### config.mk
export PLATFORM = sky130hd
export DESIGN_NAME = reg_dump_tx
export DESIGN_NICKNAME = d
export VERILOG_FILES = /design/src/rtl/reg_dump_pkg.sv /design/src/rtl/uart_tx_byte.sv /design/src/rtl/reg_dump_tx.sv
export SDC_FILE = /design/constraint.sdc
export NUM_CORES = 1
export LEC_CHECK = 0
export CAP_MARGIN = 40
export CORE_UTILIZATION = 50
export CTS_CLUSTER_DIAMETER = 200
export CTS_CLUSTER_SIZE = 40
export DETAILED_ROUTE_END_ITERATION = 12
export PLACE_DENSITY = 0.73
export SETUP_SLACK_MARGIN = 0.05
export SYNTH_ARGS = -nofsm -noshare
export SYNTH_HDL_FRONTEND = slang
export SYNTH_SLANG_ARGS = --single-unit
### constraint.sdc
create_clock -name clk -period 2.57 [get_ports clk]
set_clock_uncertainty 0.15 [all_clocks]
set_input_delay 0.771 -clock clk [delete_from_list [all_inputs] [get_ports clk]]
set_output_delay 0.771 -clock clk [all_outputs]
set_load 0.01 [all_outputs]
### src/rtl/reg_dump_pkg.sv
// rtl/reg_dump_pkg.sv - shared state encoding and sync-byte constant for the register dump transmitter
package reg_dump_pkg;

  typedef enum logic [2:0] {
    IDLE,
    START_BIT,
    DATA_BITS,
    STOP_BIT,
    NEXT_BYTE
  } state_t;

  localparam logic [7:0] HEADER_BYTE = 8'hA5;

endpackage

### src/rtl/uart_tx_byte.sv
// rtl/uart_tx_byte.sv - one 8N1 character (start, 8 data LSB-first, stop) with ready/load handshake
module uart_tx_byte
  import reg_dump_pkg::*;
#(
  parameter int CLKS_PER_BIT = 87
) (
  input  logic       clk,
  input  logic       rst,
  input  logic       i_load,
  input  logic [7:0] i_data,
  output logic       o_ready,
  output logic       o_busy,
  output logic       o_tick,
  output logic       o_stop_near,
  output logic [2:0] o_bit,
  output logic       o_txd
);

  localparam int CW = (CLKS_PER_BIT > 1) ? $clog2(CLKS_PER_BIT) : 1;
  localparam logic [CW-1:0] BAUD_LAST = CW'(CLKS_PER_BIT - 1);
  localparam logic [CW-1:0] BAUD_NEAR = CW'(CLKS_PER_BIT - 2);

  state_t        r_phase;
  logic [CW-1:0] r_baud;
  logic [2:0]    r_bit;
  logic [7:0]    r_shift;
  logic          r_txd;

  assign o_busy      = (r_phase != IDLE);
  assign o_tick      = o_busy && (r_baud == BAUD_LAST);
  // Ready in the last stop-bit cycle too, so the next character follows with no idle gap.
  assign o_ready     = (r_phase == IDLE) || ((r_phase == STOP_BIT) && o_tick);
  assign o_stop_near = (r_phase == STOP_BIT) && (r_baud == BAUD_NEAR);
  assign o_bit       = r_bit;
  assign o_txd       = r_txd;

  always_ff @(posedge clk or posedge rst) begin
    if (rst) begin
      r_phase <= IDLE;
      r_baud  <= '0;
      r_bit   <= '0;
      r_shift <= '0;
      r_txd   <= 1'b1;
    end else if (i_load && o_ready) begin
      r_phase <= START_BIT;
      r_baud  <= '0;
      r_bit   <= '0;
      r_shift <= i_data;
      r_txd   <= 1'b0;
    end else if (o_busy) begin
      if (!o_tick) begin
        r_baud <= r_baud + 1'b1;
      end else begin
        r_baud <= '0;
        case (r_phase)
          START_BIT: begin
            r_phase <= DATA_BITS;
            r_txd   <= r_shift[0];
            r_shift <= {1'b0, r_shift[7:1]};
          end
          DATA_BITS: begin
            if (r_bit == 3'd7) begin
              r_phase <= STOP_BIT;
              r_txd   <= 1'b1;
            end else begin
              r_bit   <= r_bit + 3'd1;
              r_txd   <= r_shift[0];
              r_shift <= {1'b0, r_shift[7:1]};
            end
          end
          default: r_phase <= IDLE;
        endcase
      end
    end
  end

endmodule

### src/rtl/reg_dump_tx.sv
// rtl/reg_dump_tx.sv - dumps a 32-bit word MSB byte first as back-to-back 8N1 characters; REG_DUMP_TX_HEADER_EN adds a leading 0xA5 sync character
module reg_dump_tx
  import reg_dump_pkg::*;
#(
  parameter int CLKS_PER_BIT = 87,
  parameter int NUM_BYTES    = 4
) (
  input  logic        clk,
  input  logic        rst,
  input  logic        start,
  input  logic [31:0] data_in,
  output logic        busy,
  output logic        done,
  output logic        TxD
);

  state_t      r_state;
  state_t      w_next;
  logic [31:0] r_shift;
  logic [1:0]  r_idx;
  logic        r_done;
  logic        w_load;
  logic        w_advance;
  logic        w_hdr;
  logic [7:0]  w_byte;
  logic        w_ready;
  logic        w_busy;
  logic        w_tick;
  logic        w_stop_near;
  logic [2:0]  w_bit;

`ifdef REG_DUMP_TX_HEADER_EN
  logic r_hdr;

  always_ff @(posedge clk or posedge rst) begin
    if (rst) begin
      r_hdr <= 1'b0;
    end else if ((r_state == IDLE) && (w_next == START_BIT)) begin
      r_hdr <= 1'b1;
    end else if (r_state == NEXT_BYTE) begin
      r_hdr <= 1'b0;
    end
  end

  assign w_hdr = r_hdr;
`else
  assign w_hdr = 1'b0;
`endif

  // NEXT_BYTE coincides with the final stop-bit cycle, so reloading there costs no line time.
  always_comb begin
    w_next    = r_state;
    w_load    = 1'b0;
    w_advance = 1'b0;
    w_byte    = r_shift[31:24];
    case (r_state)
      IDLE: begin
        if (start && !r_done) w_next = START_BIT;
      end
      START_BIT: begin
        if (w_ready) begin
          w_load = 1'b1;
          if (w_hdr) w_byte = HEADER_BYTE;
        end else if (w_tick) begin
          w_next = DATA_BITS;
        end
      end
      DATA_BITS: begin
        if (w_tick && (w_bit == 3'd7)) w_next = STOP_BIT;
      end
      STOP_BIT: begin
        if (w_stop_near) w_next = NEXT_BYTE;
      end
      NEXT_BYTE: begin
        if (w_hdr) begin
          w_load = 1'b1;
          w_next = START_BIT;
        end else if (r_idx != 2'(NUM_BYTES - 1)) begin
          w_load    = 1'b1;
          w_advance = 1'b1;
          w_byte    = r_shift[23:16];
          w_next    = START_BIT;
        end else begin
          w_next = IDLE;
        end
      end
      default: w_next = IDLE;
    endcase
  end

  always_ff @(posedge clk or posedge rst) begin
    if (rst) begin
      r_state <= IDLE;
      r_shift <= '0;
      r_idx   <= '0;
      r_done  <= 1'b0;
    end else begin
      r_state <= w_next;
      r_done  <= (r_state == NEXT_BYTE) && (w_next == IDLE);
      if ((r_state == IDLE) && (w_next == START_BIT)) begin
        r_shift <= data_in;
        r_idx   <= '0;
      end else if (w_advance) begin
        r_shift <= {r_shift[23:0], 8'h00};
        r_idx   <= r_idx + 2'd1;
      end
    end
  end

  uart_tx_byte #(
    .CLKS_PER_BIT(CLKS_PER_BIT)
  ) u_tx (
    .clk        (clk),
    .rst        (rst),
    .i_load     (w_load),
    .i_data     (w_byte),
    .o_ready    (w_ready),
    .o_busy     (w_busy),
    .o_tick     (w_tick),
    .o_stop_near(w_stop_near),
    .o_bit      (w_bit),
    .o_txd      (TxD)
  );

  assign busy = w_busy;
  assign done = r_done;

endmodule
==> flow_metrics.env, run 1 <==
export IMPL_outcome="completed"
export IMPL_critPathMaxFanout=5
export IMPL_setup_violations=0
export IMPL_ys_top_cells_by_count="58 x dfrtp_1, 57 x nand2_1, 34 x nor2_1, 26 x mux2i_1, 19 x a31oi_1"
export IMPL_cpPeakStageDelay_ns=0.38
export IMPL_viasPerCell=5.34
export IMPL_worstSetupPathType="reg -> out"
export IMPL_final_core_util=0.649
export IMPL_synth_seq_cells=59
export IMPL_required_ns=1.65
export IMPL_die_y_microns=78.4
export IMPL_num_io_pins=38
export IMPL_synth_edff_count=0
export IMPL_rsz0062_at_grt="no"
export IMPL_grtUsageTotal=0.210
export IMPL_start_util=0.523
export IMPL_netlist_area_sq_mm=0.00292
export IMPL_startpoint="u_tx.r_phase[0]$_DFFE_PP0P_"
export IMPL_cts_sink_count=59
export IMPL_firstDrtPassIters=4
export IMPL_max_freq_mhz=432
export IMPL_fin_setup_tns_ns=0
export IMPL_fp_dieArea_sq_mm=0.00614
export IMPL_rr_startpoint="r_idx[0]$_DFFE_PP0P_"
export IMPL_h_tree_depth=3
export IMPL_synth_nets=344
export IMPL_ys_types=41
export IMPL_setup_ws_ns=0.254
export IMPL_worstPathArrival_ns=1.39
export IMPL_ant_nets=0
export IMPL_slew_limit_headroom=0.600
export IMPL_routedWlPerCell_microns=13.9
export IMPL_placed_area_sq_mm=0.00337
export IMPL_place_ws_ns=0.247
export IMPL_hold_path_startpoint="r_shift[7]$_DFFE_PP0P_"
export IMPL_ys_seq_area_frac=0.507
export IMPL_row_count=27
export IMPL_powerDensity_mw_per_mm2=547
export IMPL_postSynthAreaPerCell_sq_um=9.75
export IMPL_grt_max_degree=57
export IMPL_vdd_drop_max_uv=463
export IMPL_grt_pass1_wl_microns=9910
export IMPL_cts_root_buf="clkbuf_8"
export IMPL_clkLatencyLatePin_ns=0.34
export IMPL_path_common_cell="inv_1"
export IMPL_cpMaxStageDelayCell="dfrtp_1"
export IMPL_post_route_period_util=0.901
export IMPL_cts_clk_slew_worst_paths_ns=0.07
export IMPL_ys_top_cells_by_area="dfrtp_1 50%, mux2i_1 8.9%, nand2_1 7.3%, nor2_1 4.4%, ha_1 4.3%"
export IMPL_grt_pass1_vias=2240
export IMPL_final_cell_area_sq_mm=0.00362
export IMPL_die_w_microns=78.4
export IMPL_wl_microns=5780
export IMPL_vias=2221
export IMPL_yosysTopAreaCell="dfrtp_1"
export IMPL_yosys_warnings=0
export IMPL_startpoint_type="flip-flop"
export IMPL_nFillCells=483
export IMPL_synthesis_instances=299
export IMPL_antenna_cells=0
export IMPL_leakage_nw=1.64
export IMPL_globalplace_congestion=0.761
export IMPL_cts_buffer_depth=2
export IMPL_drcViolationCount=0
export IMPL_fin_nets=384
export IMPL_timing_hold_ws_ns=0.350
export IMPL_antenna_found_initial=0
export IMPL_syn_to_final_growth_pct=24.1
export IMPL_endpoint_kind="output port"
export IMPL_synthFlopType="dfrtp_1"
export IMPL_cp_num_buf_inv=3
export IMPL_core_sq_mm=0.00557
export IMPL_io_buffers=37
export IMPL_grt_ovfl_total=0
export IMPL_multi_input_area_sq_mm=0.00135
export IMPL_cap_violations=0
export IMPL_drive_gt1_frac=0.0930
export IMPL_hold_violations=0
export IMPL_first_iter_violations=99
export IMPL_cts_tree="done"
export IMPL_ff_latch_area_sq_mm=0.00148
export IMPL_drv_slew=0
export IMPL_numCtsBuffers=9
export IMPL_path_cells="inv_1 -> ha_4 -> inv_1 -> dlygate4sd2_1"
export IMPL_hold_path_class="reg -> reg"
export IMPL_dp_hpwl_microns=3930
export IMPL_async_flop_share=1.00
export IMPL_synth_top_area_share=0.498
export IMPL_post_synth_top_count_cell="dfrtp_1"
export IMPL_crit_family="buffers and inverters"
export IMPL_period_minus_slack_ns=2.32
export IMPL_max_slew_worst_pin_slew_ns=0.599
layer usage:
metal	share of wire	track usage	vias up	wire, microns
met4	0.020	0.106	0	116
li1	-	-	1110	-
met2	0.48	0.351	43	2790
met5	0	0	-	0
met1	0.47	0.264	1058	2710
met3	0.028	0.0349	10	163
area by class of cell:
type                    instances  share of cell area
clock buffers                  12              0.0429
clock inverters                 4              0.0201
inverters                       6             0.00622
multi-input cells             219               0.374
flip-flops and latches         59               0.408
well taps                      72              0.0249
repair buffers                 44               0.123
flip-flops by register name, indices dropped and copies added, names as in the netlist:
name,flops
r_state,3
u_tx.r_phase,2
u_tx.o_bit,3
done,1
u_tx.r_shift,8
u_tx.o_txd,1
r_shift,32
u_tx.r_baud,7
r_idx,2
cell families (layout without fill, tap and decap cells):
logic type	after synthesis	after routing	synth area share
AO/OA/AOI/OAI	45	45	0.101
AND/OR/NAND/NOR	133	133	0.211
XOR/XNOR	4	4	0.0120
adder cells (fa/ha/maj)	10	10	0.0429
multiplexers	27	27	0.0931
buffers and inverters	21	66	0.0330
flip-flops	59	59	0.507
worst paths after layout:
path / end / slack (ns) / cells past startpoint
worst max-delay path: busy / 0.25 / 4
worst min-delay path: r_shift[7]$_DFFE_PP0P_ / 0.35 / 2
worst max register to register: u_tx.r_shift[1]$_DFFE_PP0P_ / 0.40 / 5
worst min register to register: r_shift[7]$_DFFE_PP0P_ / 0.35 / 2
max in group asynchronous: u_tx.o_txd$_DFFE_PP1P_ / 1.13 / 3
min in group asynchronous: r_state[2]$_DFF_PP0_ / 0.54 / 2
per-stage QoR:
stage,std cells,power (mW)
after CTS,416,1.99
after global routing,416,2.03
final,416,1.98
after detailed placement,399,1.02
after global placement,399,1.02
after floorplan,299,0.961
repair_timing:
action / 4_1_cts / 5_1_grt
endpoints found under the setup margin: 1 / 0
buffers inserted: 1 / 0
endpoints found under the hold margin: 0 / 0
hold buffers: 0 / 0
gates resized for setup: 3 / 0
placed cells by master, fill, tap and decap left out, drive strengths merged, types with 7 or more instances in the layout:
master,count
clkdlybuf4s50,36
mux2i,26
dfrtp,58
ha,10
clkbuf,12
nand3,12
nor2,34
nand2b,9
a31oi,20
nand2,57
a21oi,15
buf,7
report_power, final:
group	switching, mW	internal [mW]	total (mW)	leakage (nW)
clock	0.380	0.598	0.978	0.113
combinational	0.0263	0.0486	0.0749	0.902
sequential	0	0.928	0.928	0.623
tightest hold or removal path: stages, from the launching register on:
cell     delay [ns]
dfrtp_1        0.34
nand3_1        0.07
nand2_1        0.06
Power figures use the tool's default switching activity.
==> run 2, diff against run 1 <==
--- a/config.mk
+++ b/config.mk
@@ -6,11 +6,11 @@
 export NUM_CORES = 1
 export LEC_CHECK = 0
 export CAP_MARGIN = 40
-export CORE_UTILIZATION = 50
+export CORE_UTILIZATION = 55
 export CTS_CLUSTER_DIAMETER = 200
 export CTS_CLUSTER_SIZE = 40
 export DETAILED_ROUTE_END_ITERATION = 12
-export PLACE_DENSITY = 0.73
+export PLACE_DENSITY = 0.8
 export SETUP_SLACK_MARGIN = 0.05
 export SYNTH_ARGS = -nofsm -noshare
 export SYNTH_HDL_FRONTEND = slang
==> flow_metrics.env, run 2 (same netlist as run 1, synthesis figures left out) <==
export IMPL_outcome="completed"
export IMPL_grt_pass1_wl_microns=9880
export IMPL_nFillCells=394
export IMPL_grtUsageTotal=0.239
export IMPL_cts_root_buf="clkbuf_8"
export IMPL_max_freq_mhz=412
export IMPL_required_ns=1.65
export IMPL_routedWlPerCell_microns=14.0
export IMPL_hold_path_class="reg -> reg"
export IMPL_clkLatencyLatePin_ns=0.34
export IMPL_die_y_microns=74.8
export IMPL_layout_commonest_cell="dfrtp_1"
export IMPL_fp_dieArea_sq_mm=0.00560
export IMPL_worstPathArrival_ns=1.50
export IMPL_cts_tree="done"
export IMPL_cap_violations=0
export IMPL_globalplace_congestion=0.793
export IMPL_vias=2247
export IMPL_cts_clk_slew_worst_paths_ns=0.07
export IMPL_core_sq_mm=0.00511
export IMPL_cts_buffer_depth=2
export IMPL_p_int_mw=1.45
export IMPL_most_common_layout_cells="58 x dfrtp_1, 57 x nand2_1, 36 x clkdlybuf4s50_1"
export IMPL_regMostFlops="r_shift"
export IMPL_vdd_drop_max_uv=489
export IMPL_powerDensity_mw_per_mm2=515
export IMPL_top_regs="r_shift: 32 flops, u_tx.r_shift: 8 flops, u_tx.r_baud: 7 flops"
export IMPL_worstSetupPathType="reg -> out"
export IMPL_numCtsBuffers=9
export IMPL_grt_ovfl_total=0
export IMPL_largest_reg_flops=32
export IMPL_drive_gt1_frac=0.0877
export IMPL_hold_violations=0
export IMPL_die_w_microns=74.8
export IMPL_cpMaxStageDelayCell="dfrtp_1"
export IMPL_antenna_found_initial=0
export IMPL_leakage_nw=1.62
export IMPL_final_cell_area_sq_mm=0.00355
export IMPL_endpoint_kind="output port"
export IMPL_wl_microns=5790
export IMPL_viasPerCell=5.45
export IMPL_p_switching_uw=386
export IMPL_drv_slew=0
export IMPL_slew_limit_headroom=0.577
export IMPL_placed_area_sq_mm=0.00335
export IMPL_firstDrtPassIters=4
export IMPL_fin_setup_tns_ns=0
export IMPL_drcViolationCount=0
export IMPL_num_io_pins=38
export IMPL_fin_nets=382
export IMPL_rsz0062_at_grt="no"
export IMPL_post_route_period_util=0.943
export IMPL_ant_nets=0
export IMPL_p_sw_frac=0.210
export IMPL_grt_max_degree=57
export IMPL_syn_to_final_growth_pct=21.9
export IMPL_critPathMaxFanout=5
export IMPL_grt_pass1_vias=2135
export IMPL_startpoint_type="flip-flop"
export IMPL_path_cells="inv_1 -> ha_1 -> inv_2 -> dlygate4sd2_1"
export IMPL_first_iter_violations=102
export IMPL_cpPeakStageDelay_ns=0.39
export IMPL_combPwrFrac=0.041
export IMPL_row_count=26
export IMPL_setup_violations=0
export IMPL_h_tree_depth=3
export IMPL_io_buffers=37
export IMPL_max_slew_worst_pin_slew_ns=0.635
export IMPL_period_minus_slack_ns=2.42
export IMPL_pwr_share_seq=0.507
export IMPL_antenna_cells=0
export IMPL_p_clk_frac=0.452
export IMPL_ff_latch_area_sq_mm=0.00148
export IMPL_cts_sink_count=59
export IMPL_start_util=0.571
export IMPL_multi_input_area_sq_mm=0.00134
export IMPL_dp_hpwl_microns=3950
run 2: area by class of cell:
type	instances	area share
clock buffer	11	0.0398
clock inverter	5	0.0148
inverter	6	0.00634
multi-input combinational	219	0.377
sequential	59	0.416
tap	70	0.0246
timing repair buffer	42	0.121
run 2: through the flow:
stage                     power (mW)  hold slack, ns  setup WS (ns)   util  std cells
final                           1.83           0.347          0.146  0.696        412
after global placement          1.02           0.330          0.260  0.657        395
after global routing            1.89           0.365         0.0726  0.696        412
after floorplan                0.961           0.316          0.194      -        299
after CTS                       1.84           0.352          0.143  0.696        412
after detailed placement        1.02           0.336          0.190  0.657        395
run 2: final timing paths:
| kind | depth (start not counted) | startpoint | endpoint | slack [ns] |
|---|---|---|---|---|
| setup / recovery | 4 | u_tx.r_phase[0]$_DFFE_PP0P_ | busy | 0.15 |
| hold / removal | 2 | r_shift[4]$_DFFE_PP0P_ | r_shift[4]$_DFFE_PP0P_ | 0.35 |
| setup reg to reg | 5 | r_idx[0]$_DFFE_PP0P_ | u_tx.r_shift[2]$_DFFE_PP0P_ | 0.35 |
| hold reg to reg | 2 | r_shift[4]$_DFFE_PP0P_ | r_shift[4]$_DFFE_PP0P_ | 0.35 |
| max in group asynchronous | 3 | rst | u_tx.o_txd$_DFFE_PP1P_ | 1.12 |
| min in group asynchronous | 2 | rst | u_tx.r_baud[0]$_DFFE_PP0P_ | 0.56 |
run 2: metal layers:
layer	track usage	share of wire	vias up
met3	0.0402	0.030	9
met2	0.375	0.49	57
met5	0	0	-
met1	0.328	0.46	1083
met4	0.107	0.016	0
li1	-	-	1098
run 2: what timing repair did:
action / CTS / global route
endpoints found under the setup margin: 1 / 0
setup buffers: 1 / 0
resized for setup: 2 / 0
hold buffers: 0 / 0
run 2: power by group through the flow:
stage	sequential, mW	combinational, mW	clock (mW)
2_1_floorplan	0.946	0.0147	0
3_3_place_gp	0.946	0.0774	0
3_5_place_dp	0.946	0.0770	0
4_1_cts	0.929	0.0773	0.836
5_1_grt	0.928	0.0830	0.874
6_report	0.929	0.0755	0.828
run 2: worst max-delay path: cells and delay by family, from the launching register on:
kind       cells  cell delay, ns
buf+inv        3            0.50
fa+ha+maj      1            0.27
flops          1            0.39
==> run 3, diff against run 2 <==
==> constraint.sdc (replaced) <==
create_clock -name clk -period 2.3 [get_ports clk]
set_clock_uncertainty 0.15 [all_clocks]
set_input_delay 0.69 -clock clk [delete_from_list [all_inputs] [get_ports clk]]
set_output_delay 0.69 -clock clk [all_outputs]
set_load 0.01 [all_outputs]
==> flow_metrics.env, run 3 (same netlist as run 1, synthesis figures left out) <==
export IMPL_combPwrFrac=0.041
export IMPL_endpoint_kind="output port"
export IMPL_cts_root_buf="clkbuf_8"
export IMPL_critPathMaxFanout=4
export IMPL_firstDrtPassIters=5
export IMPL_setup_violations=0
export IMPL_vdd_drop_max_uv=411
export IMPL_hold_path_class="reg -> reg"
export IMPL_p_clk_frac=0.456
export IMPL_viasPerCell=5.40
export IMPL_cts_hold_buffers=0
export IMPL_start_util=0.571
export IMPL_layout_commonest_cell="dfrtp_1"
export IMPL_io_buffers=37
export IMPL_routedWlPerCell_microns=13.7
export IMPL_die_y_microns=74.8
export IMPL_clkLatencyLatePin_ns=0.33
export IMPL_cts_buffer_depth=2
export IMPL_p_sw_frac=0.203
export IMPL_outcome="completed"
export IMPL_place_ws_ns=0.00541
export IMPL_vias=2243
export IMPL_fin_nets=386
export IMPL_period_minus_slack_ns=2.17
export IMPL_dp_hpwl_microns=3910
export IMPL_drv_slew=0
export IMPL_cts_sink_count=59
export IMPL_hold_violations=0
export IMPL_placed_area_sq_mm=0.00339
export IMPL_post_route_period_util=0.943
export IMPL_p_switching_uw=418
export IMPL_worstSetupPathType="reg -> out"
export IMPL_largest_reg_flops=32
export IMPL_row_count=26
export IMPL_slew_limit_headroom=0.659
export IMPL_top_regs="r_shift: 32 flops, u_tx.r_shift: 8 flops, u_tx.r_baud: 7 flops"
export IMPL_p_int_mw=1.65
export IMPL_max_freq_mhz=461
export IMPL_cap_violations=0
export IMPL_ant_nets=0
export IMPL_final_core_util=0.705
export IMPL_grt_pass1_wl_microns=9690
export IMPL_antenna_cells=0
export IMPL_core_sq_mm=0.00511
export IMPL_h_tree_depth=3
export IMPL_drcViolationCount=0
export IMPL_drive_gt1_frac=0.0957
export IMPL_cts_clk_slew_worst_paths_ns=0.06
export IMPL_startpoint_type="flip-flop"
export IMPL_grtUsageTotal=0.235
export IMPL_timing_hold_ws_ns=0.348
export IMPL_antenna_found_initial=0
export IMPL_syn_to_final_growth_pct=23.6
export IMPL_num_io_pins=38
export IMPL_most_common_layout_cells="58 x dfrtp_1, 57 x nand2_1, 35 x clkdlybuf4s50_1"
export IMPL_die_w_microns=74.8
export IMPL_numCtsBuffers=9
export IMPL_globalplace_congestion=0.768
export IMPL_fp_dieArea_sq_mm=0.00560
export IMPL_pwr_share_seq=0.503
export IMPL_cts_tree="done"
export IMPL_grt_ovfl_total=0
export IMPL_grt_pass1_vias=2161
export IMPL_rsz0062_at_grt="no"
export IMPL_powerDensity_mw_per_mm2=573
export IMPL_fin_setup_tns_ns=0
export IMPL_grt_max_degree=60
export IMPL_wl_microns=5680
export IMPL_r2r_slack_ns=0.23
export IMPL_required_ns=1.46
export IMPL_leakage_nw=1.64
export IMPL_first_iter_violations=145
export IMPL_setup_ws_ns=0.130
export IMPL_max_slew_worst_pin_slew_ns=0.507
export IMPL_final_cell_area_sq_mm=0.00360
export IMPL_worstPathArrival_ns=1.33
export IMPL_regMostFlops="r_shift"
export IMPL_nFillCells=372
[run 3: power groups by stage]
stage / combinational [mW] / clock [mW] / sequential (mW)
2_1_floorplan: 0.0167 / 0 / 1.06
3_3_place_gp: 0.0868 / 0 / 1.06
3_5_place_dp: 0.0866 / 0 / 1.06
4_1_cts: 0.0868 / 0.953 / 1.04
5_1_grt: 0.0933 / 1.01 / 1.04
6_report: 0.0846 / 0.941 / 1.04
[run 3: layout make-up]
type | count | area [sq um] | share of cell area
clock buffers | 13 | 159 | 0.0441
clock inverters | 2 | 35.0 | 0.00973
inverters | 6 | 26.3 | 0.00729
multi-input cells | 219 | 1350 | 0.375
flip-flops and latches | 59 | 1480 | 0.410
well taps | 70 | 87.6 | 0.0243
repair buffers | 46 | 464 | 0.129
[run 3: worst max-delay path: stages (launching register included)]
cell	delay, ns
dfrtp_1	0.39
inv_2	0.09
ha_2	0.19
inv_1	0.05
dlygate4sd2_1	0.28
[run 3: timing repair]
| item | 4_1_cts | 5_1_grt |
|---|---|---|
| setup buffers | 1 | 0 |
| cloned | 0 | 0 |
| pin swaps | 0 | 1 |
| endpoints found under the setup margin | 1 | 5 |
| resized for setup | 1 | 4 |
[run 3: final timing paths]
kind	from	end	cells past startpoint
worst max-delay path	u_tx.r_phase[0]$_DFFE_PP0P_	busy	4
worst min-delay path	r_shift[4]$_DFFE_PP0P_	r_shift[4]$_DFFE_PP0P_	2
worst max register to register	r_idx[0]$_DFFE_PP0P_	u_tx.r_shift[6]$_DFFE_PP0P_	6
worst min register to register	r_shift[4]$_DFFE_PP0P_	r_shift[4]$_DFFE_PP0P_	2
max in group asynchronous	rst	u_tx.o_txd$_DFFE_PP1P_	3
min in group asynchronous	rst	done$_DFF_PP0_	3
[run 3: metrics by stage]
| step | cells | power [mW] |
|---|---|---|
| 6_report | 415 | 2.06 |
| 5_1_grt | 415 | 2.14 |
| 4_1_cts | 415 | 2.08 |
| 3_5_place_dp | 399 | 1.14 |
| 3_3_place_gp | 399 | 1.14 |
| 2_1_floorplan | 299 | 1.07 |
[run 3: per-layer routing]
metal | GRT usage | share of wire | wire length [microns]
met4 | 0.0818 | 0.010 | 57
met2 | 0.369 | 0.51 | 2870
met1 | 0.313 | 0.45 | 2570
met3 | 0.0696 | 0.032 | 183
met5 | 0 | 0 | 0
